File: src/rtl/contador_mod_7seg_if.sv
// Control/load bus and display outputs of the two-digit BCD modulo counter.
// master drives requests and observes the count; slave is the counter itself.
interface contador_mod_7seg_if;
  localparam int unsigned BCD_W = 4;
  localparam int unsigned SEG_W = 7;

  logic             en;
  logic             up;
  logic             clr;
  logic             load;
  logic [BCD_W-1:0] load_dez;
  logic [BCD_W-1:0] load_uni;
  logic [BCD_W-1:0] bcd_dez;
  logic [BCD_W-1:0] bcd_uni;
  logic [SEG_W-1:0] seg_dez;
  logic [SEG_W-1:0] seg_uni;
  logic             carry;
  logic             err;

  modport master (
    output en, up, clr, load, load_dez, load_uni,
    input  bcd_dez, bcd_uni, seg_dez, seg_uni, carry, err
  );

  modport slave (
    input  en, up, clr, load, load_dez, load_uni,
    output bcd_dez, bcd_uni, seg_dez, seg_uni, carry, err
  );
endinterface

File: src/rtl/contador_mod_7seg.sv
// Two-digit BCD up/down modulo counter with clear/load and registered
// 7-segment encoding of both digits; carry pulses on wrap or borrow.
module contador_mod_7seg #(
  parameter int unsigned MODULO          = 60,
  parameter bit          SEG_ATIVO_BAIXO = 1'b0
) (
  input logic               clk,
  input logic               rst_n,
  contador_mod_7seg_if.slave bus
);
  localparam int unsigned BCD_W   = 4;
  localparam int unsigned SEG_W   = 7;
  localparam int unsigned VAL_W   = 8;
  localparam logic [BCD_W-1:0] MAX_DEZ = BCD_W'((MODULO - 1) / 10);
  localparam logic [BCD_W-1:0] MAX_UNI = BCD_W'((MODULO - 1) % 10);
  localparam logic [BCD_W-1:0] NINE    = BCD_W'(9);

  // BCD digit to segments (g..a), polarity applied for common-anode displays
  function automatic logic [SEG_W-1:0] seg_code(input logic [BCD_W-1:0] d);
    logic [SEG_W-1:0] s;
    case (d)
      4'd0:    s = 7'h3F;
      4'd1:    s = 7'h06;
      4'd2:    s = 7'h5B;
      4'd3:    s = 7'h4F;
      4'd4:    s = 7'h66;
      4'd5:    s = 7'h6D;
      4'd6:    s = 7'h7D;
      4'd7:    s = 7'h07;
      4'd8:    s = 7'h7F;
      4'd9:    s = 7'h6F;
      default: s = 7'h00;
    endcase
    return SEG_ATIVO_BAIXO ? ~s : s;
  endfunction

  localparam logic [SEG_W-1:0] SEG_ZERO = seg_code(4'd0);

  logic [BCD_W-1:0] next_dez;
  logic [BCD_W-1:0] next_uni;
  logic             next_carry;
  logic             next_err;
  logic [VAL_W-1:0] load_val;
  logic             load_ok;
  logic             at_max;
  logic             at_zero;

  // Next count, carry and err with clr > load > en priority
  always_comb begin
    next_dez   = bus.bcd_dez;
    next_uni   = bus.bcd_uni;
    next_carry = 1'b0;
    next_err   = 1'b0;

    load_val = VAL_W'(bus.load_dez) * VAL_W'(10) + VAL_W'(bus.load_uni);
    load_ok  = (bus.load_dez <= NINE) && (bus.load_uni <= NINE) &&
               (load_val < VAL_W'(MODULO));
    at_max   = (bus.bcd_dez == MAX_DEZ) && (bus.bcd_uni == MAX_UNI);
    at_zero  = (bus.bcd_dez == '0) && (bus.bcd_uni == '0);

    if (bus.clr) begin
      next_dez = '0;
      next_uni = '0;
    end else if (bus.load) begin
      if (load_ok) begin
        next_dez = bus.load_dez;
        next_uni = bus.load_uni;
      end else begin
        next_err = 1'b1;
      end
    end else if (bus.en) begin
      if (bus.up) begin
        if (at_max) begin
          next_dez   = '0;
          next_uni   = '0;
          next_carry = 1'b1;
        end else if (bus.bcd_uni == NINE) begin
          next_uni = '0;
          next_dez = bus.bcd_dez + BCD_W'(1);
        end else begin
          next_uni = bus.bcd_uni + BCD_W'(1);
        end
      end else begin
        if (at_zero) begin
          next_dez   = MAX_DEZ;
          next_uni   = MAX_UNI;
          next_carry = 1'b1;
        end else if (bus.bcd_uni == '0) begin
          next_uni = NINE;
          next_dez = bus.bcd_dez - BCD_W'(1);
        end else begin
          next_uni = bus.bcd_uni - BCD_W'(1);
        end
      end
    end
  end

  // Segments encoded from the next-state digits so they track bcd_* exactly
  always_ff @(posedge clk or negedge rst_n) begin
    if (!rst_n) begin
      bus.bcd_dez <= '0;
      bus.bcd_uni <= '0;
      bus.seg_dez <= SEG_ZERO;
      bus.seg_uni <= SEG_ZERO;
      bus.carry   <= 1'b0;
      bus.err     <= 1'b0;
    end else begin
      bus.bcd_dez <= next_dez;
      bus.bcd_uni <= next_uni;
      bus.seg_dez <= seg_code(next_dez);
      bus.seg_uni <= seg_code(next_uni);
      bus.carry   <= next_carry;
      bus.err     <= next_err;
    end
  end
endmodule
File: src/flat_wrapper.sv
// flat-port wrapper written by rule: the top's interface ports become plain ports
module contador_mod_7seg_flat 
#(
  parameter int unsigned MODULO          = 60,
  parameter bit          SEG_ATIVO_BAIXO = 1'b0
)
  (clk, rst_n, bus_en, bus_up, bus_clr, bus_load, bus_load_dez, bus_load_uni, bus_bcd_dez, bus_bcd_uni, bus_seg_dez, bus_seg_uni, bus_carry, bus_err);
  contador_mod_7seg_if bus_i ();
  input logic clk;
  input logic rst_n;
  input wire logic [$bits(bus_i.en)-1:0] bus_en;
  input wire logic [$bits(bus_i.up)-1:0] bus_up;
  input wire logic [$bits(bus_i.clr)-1:0] bus_clr;
  input wire logic [$bits(bus_i.load)-1:0] bus_load;
  input wire logic [$bits(bus_i.load_dez)-1:0] bus_load_dez;
  input wire logic [$bits(bus_i.load_uni)-1:0] bus_load_uni;
  output wire logic [$bits(bus_i.bcd_dez)-1:0] bus_bcd_dez;
  output wire logic [$bits(bus_i.bcd_uni)-1:0] bus_bcd_uni;
  output wire logic [$bits(bus_i.seg_dez)-1:0] bus_seg_dez;
  output wire logic [$bits(bus_i.seg_uni)-1:0] bus_seg_uni;
  output wire logic [$bits(bus_i.carry)-1:0] bus_carry;
  output wire logic [$bits(bus_i.err)-1:0] bus_err;
  assign bus_i.en = bus_en;
  assign bus_i.up = bus_up;
  assign bus_i.clr = bus_clr;
  assign bus_i.load = bus_load;
  assign bus_i.load_dez = bus_load_dez;
  assign bus_i.load_uni = bus_load_uni;
  assign bus_bcd_dez = bus_i.bcd_dez;
  assign bus_bcd_uni = bus_i.bcd_uni;
  assign bus_seg_dez = bus_i.seg_dez;
  assign bus_seg_uni = bus_i.seg_uni;
  assign bus_carry = bus_i.carry;
  assign bus_err = bus_i.err;
  contador_mod_7seg #(.MODULO(MODULO), .SEG_ATIVO_BAIXO(SEG_ATIVO_BAIXO)) u_core (.clk(clk), .rst_n(rst_n), .bus(bus_i));
endmodule
File: config.mk
export PLATFORM = sky130hd
export DESIGN_NAME = contador_mod_7seg_flat
export DESIGN_NICKNAME = d
export VERILOG_FILES = /design/src/rtl/contador_mod_7seg_if.sv /design/src/rtl/contador_mod_7seg.sv /design/src/flat_wrapper.sv
export SDC_FILE = /design/constraint.sdc
export NUM_CORES = 1
export LEC_CHECK = 0
export CORE_MARGIN = 3
export CORE_UTILIZATION = 48
export DETAILED_ROUTE_END_ITERATION = 12
export GPL_ROUTABILITY_DRIVEN = 0
export HOLD_SLACK_MARGIN = 0.06
export PLACE_DENSITY = 0.77
export SLEW_MARGIN = 10
export SYNTH_ARGS = -nofsm -noshare
export SYNTH_HDL_FRONTEND = slang
export SYNTH_SLANG_ARGS = --single-unit
File: constraint.sdc
create_clock -name clk -period 3 [get_ports clk]
set_clock_uncertainty 0.05 [all_clocks]
set_input_delay 0.6 -clock clk [delete_from_list [all_inputs] [get_ports clk]]
set_output_delay 0.6 -clock clk [all_outputs]
set_load 0.1 [all_outputs]
==> metrics.txt <==
post-synthesis sequential area ratio=0.290; gr usage total=0.300; DRC=0; initial antenna violation count=0; mux cell area share after synthesis=0.0212; vias in the first global route=2417; number of vias per cell=about 6.3; Starting Density=0.513; main combinational cell family by area after synthesis=compound AO/OA/AOI/OAI gates; post-route setup slack=-0.655 ns; Pre-Repair DR Iteration Count=6; total power=around 0.0018 W; initial DRC count=between 400 and 500; total CTS buffers=3; Non-Filler Instances=~400; die area=between 5000 and 6000 um2; #FFs+latches synth=24; Clk pin slew, worst setup/hold paths=approximately 0.08 ns; worst-skew pair later-pin latency=about 0.26 ns; CTS tree=yes; crit-path max FO=5; P per Cell Area=slightly below 500 nW/um2; hold crit path type=in -> async; Clock Path Buffers=2; H-tree Lvls=1; Worst setup EP type=flop; DP HPWL=4980 um; Core Region=4140 um2; Yosys warnings=0; share of layout cells above drive strength 1=0.573; Synth Net Count=between 200 and 300; Clock Sinks=24; first-pass GRT wire length=about 12000 um; die width=slightly above 70 um; Final period util=1.22; commonest non-fill, non-tap cell in the layout=buf_4; GR Overflow Total=0; fin crit period=roughly 3.7 ns; Post-synth EDFFs=0; WL per Instance=approximately 22 um; Netlist Area Pre-Place=~2100 um2; commonest non-fill, non-tap cells in the layout=97 x buf_4, 16 x inv_1, 12 x nand2_1, 12 x dfrtp_1, 12 x dfstp_2; Finish-stage setup viols=22; Worst-Margin Slew=just under 0.9 ns; post-synthesis simple-gate area fraction=0.186; CP Class=in -> reg; final WL=around 8800 um; Hold Vio Cnt, Final=0; fin nets=393; fillcell total=206; Gate Count Post-Synth=between 200 and 250; PortBufs=37; Synth Area in Adders=0.160; Post-Synth XOR/XNOR Area=0.0206; Peak VDD IR=approximately 360 uV; max cap viols=0; clk root buf=clkbuf_8; asr flop ratio synth=1.00; via count=about 2500; post-route ant nets=0; Distinct cells, synth=between 60 and 70; Mapped Avg Cell Area=between 9 and 10 um2; max-slew violations=0; violated checks=negative setup slack; Fin Setup TNS=-10.42 ns; largest net degree at the start of global routing=20; outcome=finished, violations left; top_reg_cell synth=dfstp_2; RSZ-0062 raised after global routing=true; dpl cells=approximately 380; pre-CTS setup slack=-1.25 ns; num ports=38; type of origin of the critical path=input pin; Worst slew margin=0.408; Max Freq=approximately 0.27 GHz; Pleak=1.60 nW; Core Util, Final=0.876; Worst EP required=3.14 ns; ANT cells=0; FP Rows=23; CP Data Arrival Time=3.79 ns; Layout area overhead=70.7%; Hold Buf Count CTS=0; Die H=between 70 and 80 um; Synth Area in Compound Gates=0.266
[what timing repair did]
item / 4_1_cts / 5_1_grt
setup buffers: 18 / 8
pin swaps: 28 / 26
gates resized for setup: 62 / 35
hold endpoints to repair: 0 / 0
setup endpoints to repair: 23 / 23
[logic make-up after synthesis]
group / Yosys count
AOI/OAI and AO/OA: 77
xor gates and xnor gates: 5
adders and majority gates: 26
buffers and inverters: 30
DFF: 24
muxes: 4
and+or+nand+nor: 70
[metal layers]
layer	GRT usage	routed length, um	vias up
li1	-	-	1124
met3	0.0582	627	38
met1	0.380	3510	1207
met2	0.515	4250	172
met4	0.0881	366	0
met5	0	0	-
[worst max-delay path, cell delays in order]
cell      delay [ns]
buf_8           0.10
ha_4            0.24
ha_4            0.16
fa_2            0.56
nand2_4         0.08
buf_6           0.12
a2111o_1        0.31
o31ai_2         0.09
a311o_2         0.26
buf_6           0.13
buf_4           0.12
nor4_4          0.04
a311o_1         0.36
inv_2           0.11
buf_4           0.14
mux2i_4         0.27
o22ai_2         0.09
[final timing paths]
check / startpoint / end / slack (ns) / cells after the start
max in group asynchronous: rst_n / u_core.bus.seg_uni[2] / 1.41 / 2
max reg2reg: u_core.bus.bcd_uni[0] / u_core.bus.seg_dez[0] / -0.08 / 11
min: rst_n / u_core.bus.bcd_dez[0] / 0.79 / 1
min in group clk: u_core.bus.bcd_dez[3] / u_core.bus.carry / 0.84 / 4
min reg2reg: u_core.bus.bcd_dez[3] / u_core.bus.carry / 0.84 / 4
max: bus_load_dez[1] / u_core.bus.seg_uni[0] / -0.65 / 17
[cells in the mapped netlist, types with 4 or more instances]
master / number / area [um2]
a21oi_1: 13 / 65.1
o22ai_1: 5 / 31.3
nor2_1: 5 / 18.8
nor2b_1: 4 / 25.0
nand2_1: 19 / 71.3
o21ai_0: 9 / 45.0
ha_1: 24 / 300
nand2b_1: 4 / 25.0
dfstp_2: 12 / 315
nor3_1: 5 / 25.0
inv_1: 19 / 71.3
or3_1: 4 / 25.0
xnor2_1: 4 / 35.0
nand3_1: 9 / 45.0
a31oi_1: 4 / 25.0
a211oi_1: 8 / 60.1
dfrtp_1: 12 / 300
clkbuf_1: 9 / 33.8
[power breakdown]
part           switching [W]  internal (W)  leakage [nW]
Clock              0.0000960     0.0000897        0.0216
Sequential         0.0000213      0.000390         0.285
Combinational       0.000753      0.000429          1.29
Total               0.000871      0.000909          1.60
[stage by stage]
step / instance area [um2] / hold WS, ns
after global placement: 3030 / 0.819
after global routing: 3630 / 0.825
after floorplan: 2240 / 0.254
after detailed placement: 3030 / 0.825
after CTS: 3410 / 0.791
final: 3630 / 0.787
[area by class of cell]
class | count | area (um2) | share of cell area
Sequential cell | 24 | 616 | 0.170
Inverter | 20 | 80.1 | 0.0221
Multi-Input combinational cell | 182 | 1820 | 0.502
Clock buffer | 3 | 41.3 | 0.0114
Timing Repair Buffer | 122 | 1010 | 0.277
Tap cell | 50 | 62.6 | 0.0172
[registers in the layout (all words and copies together) (netlist names)]
signal,flops
u_core.bus.err,1
u_core.bus.seg_uni,7
u_core.bus.carry,1
u_core.bus.seg_dez,7
u_core.bus.bcd_dez,4
u_core.bus.bcd_uni,4
Note: power is estimated with default switching activity, not from simulation.
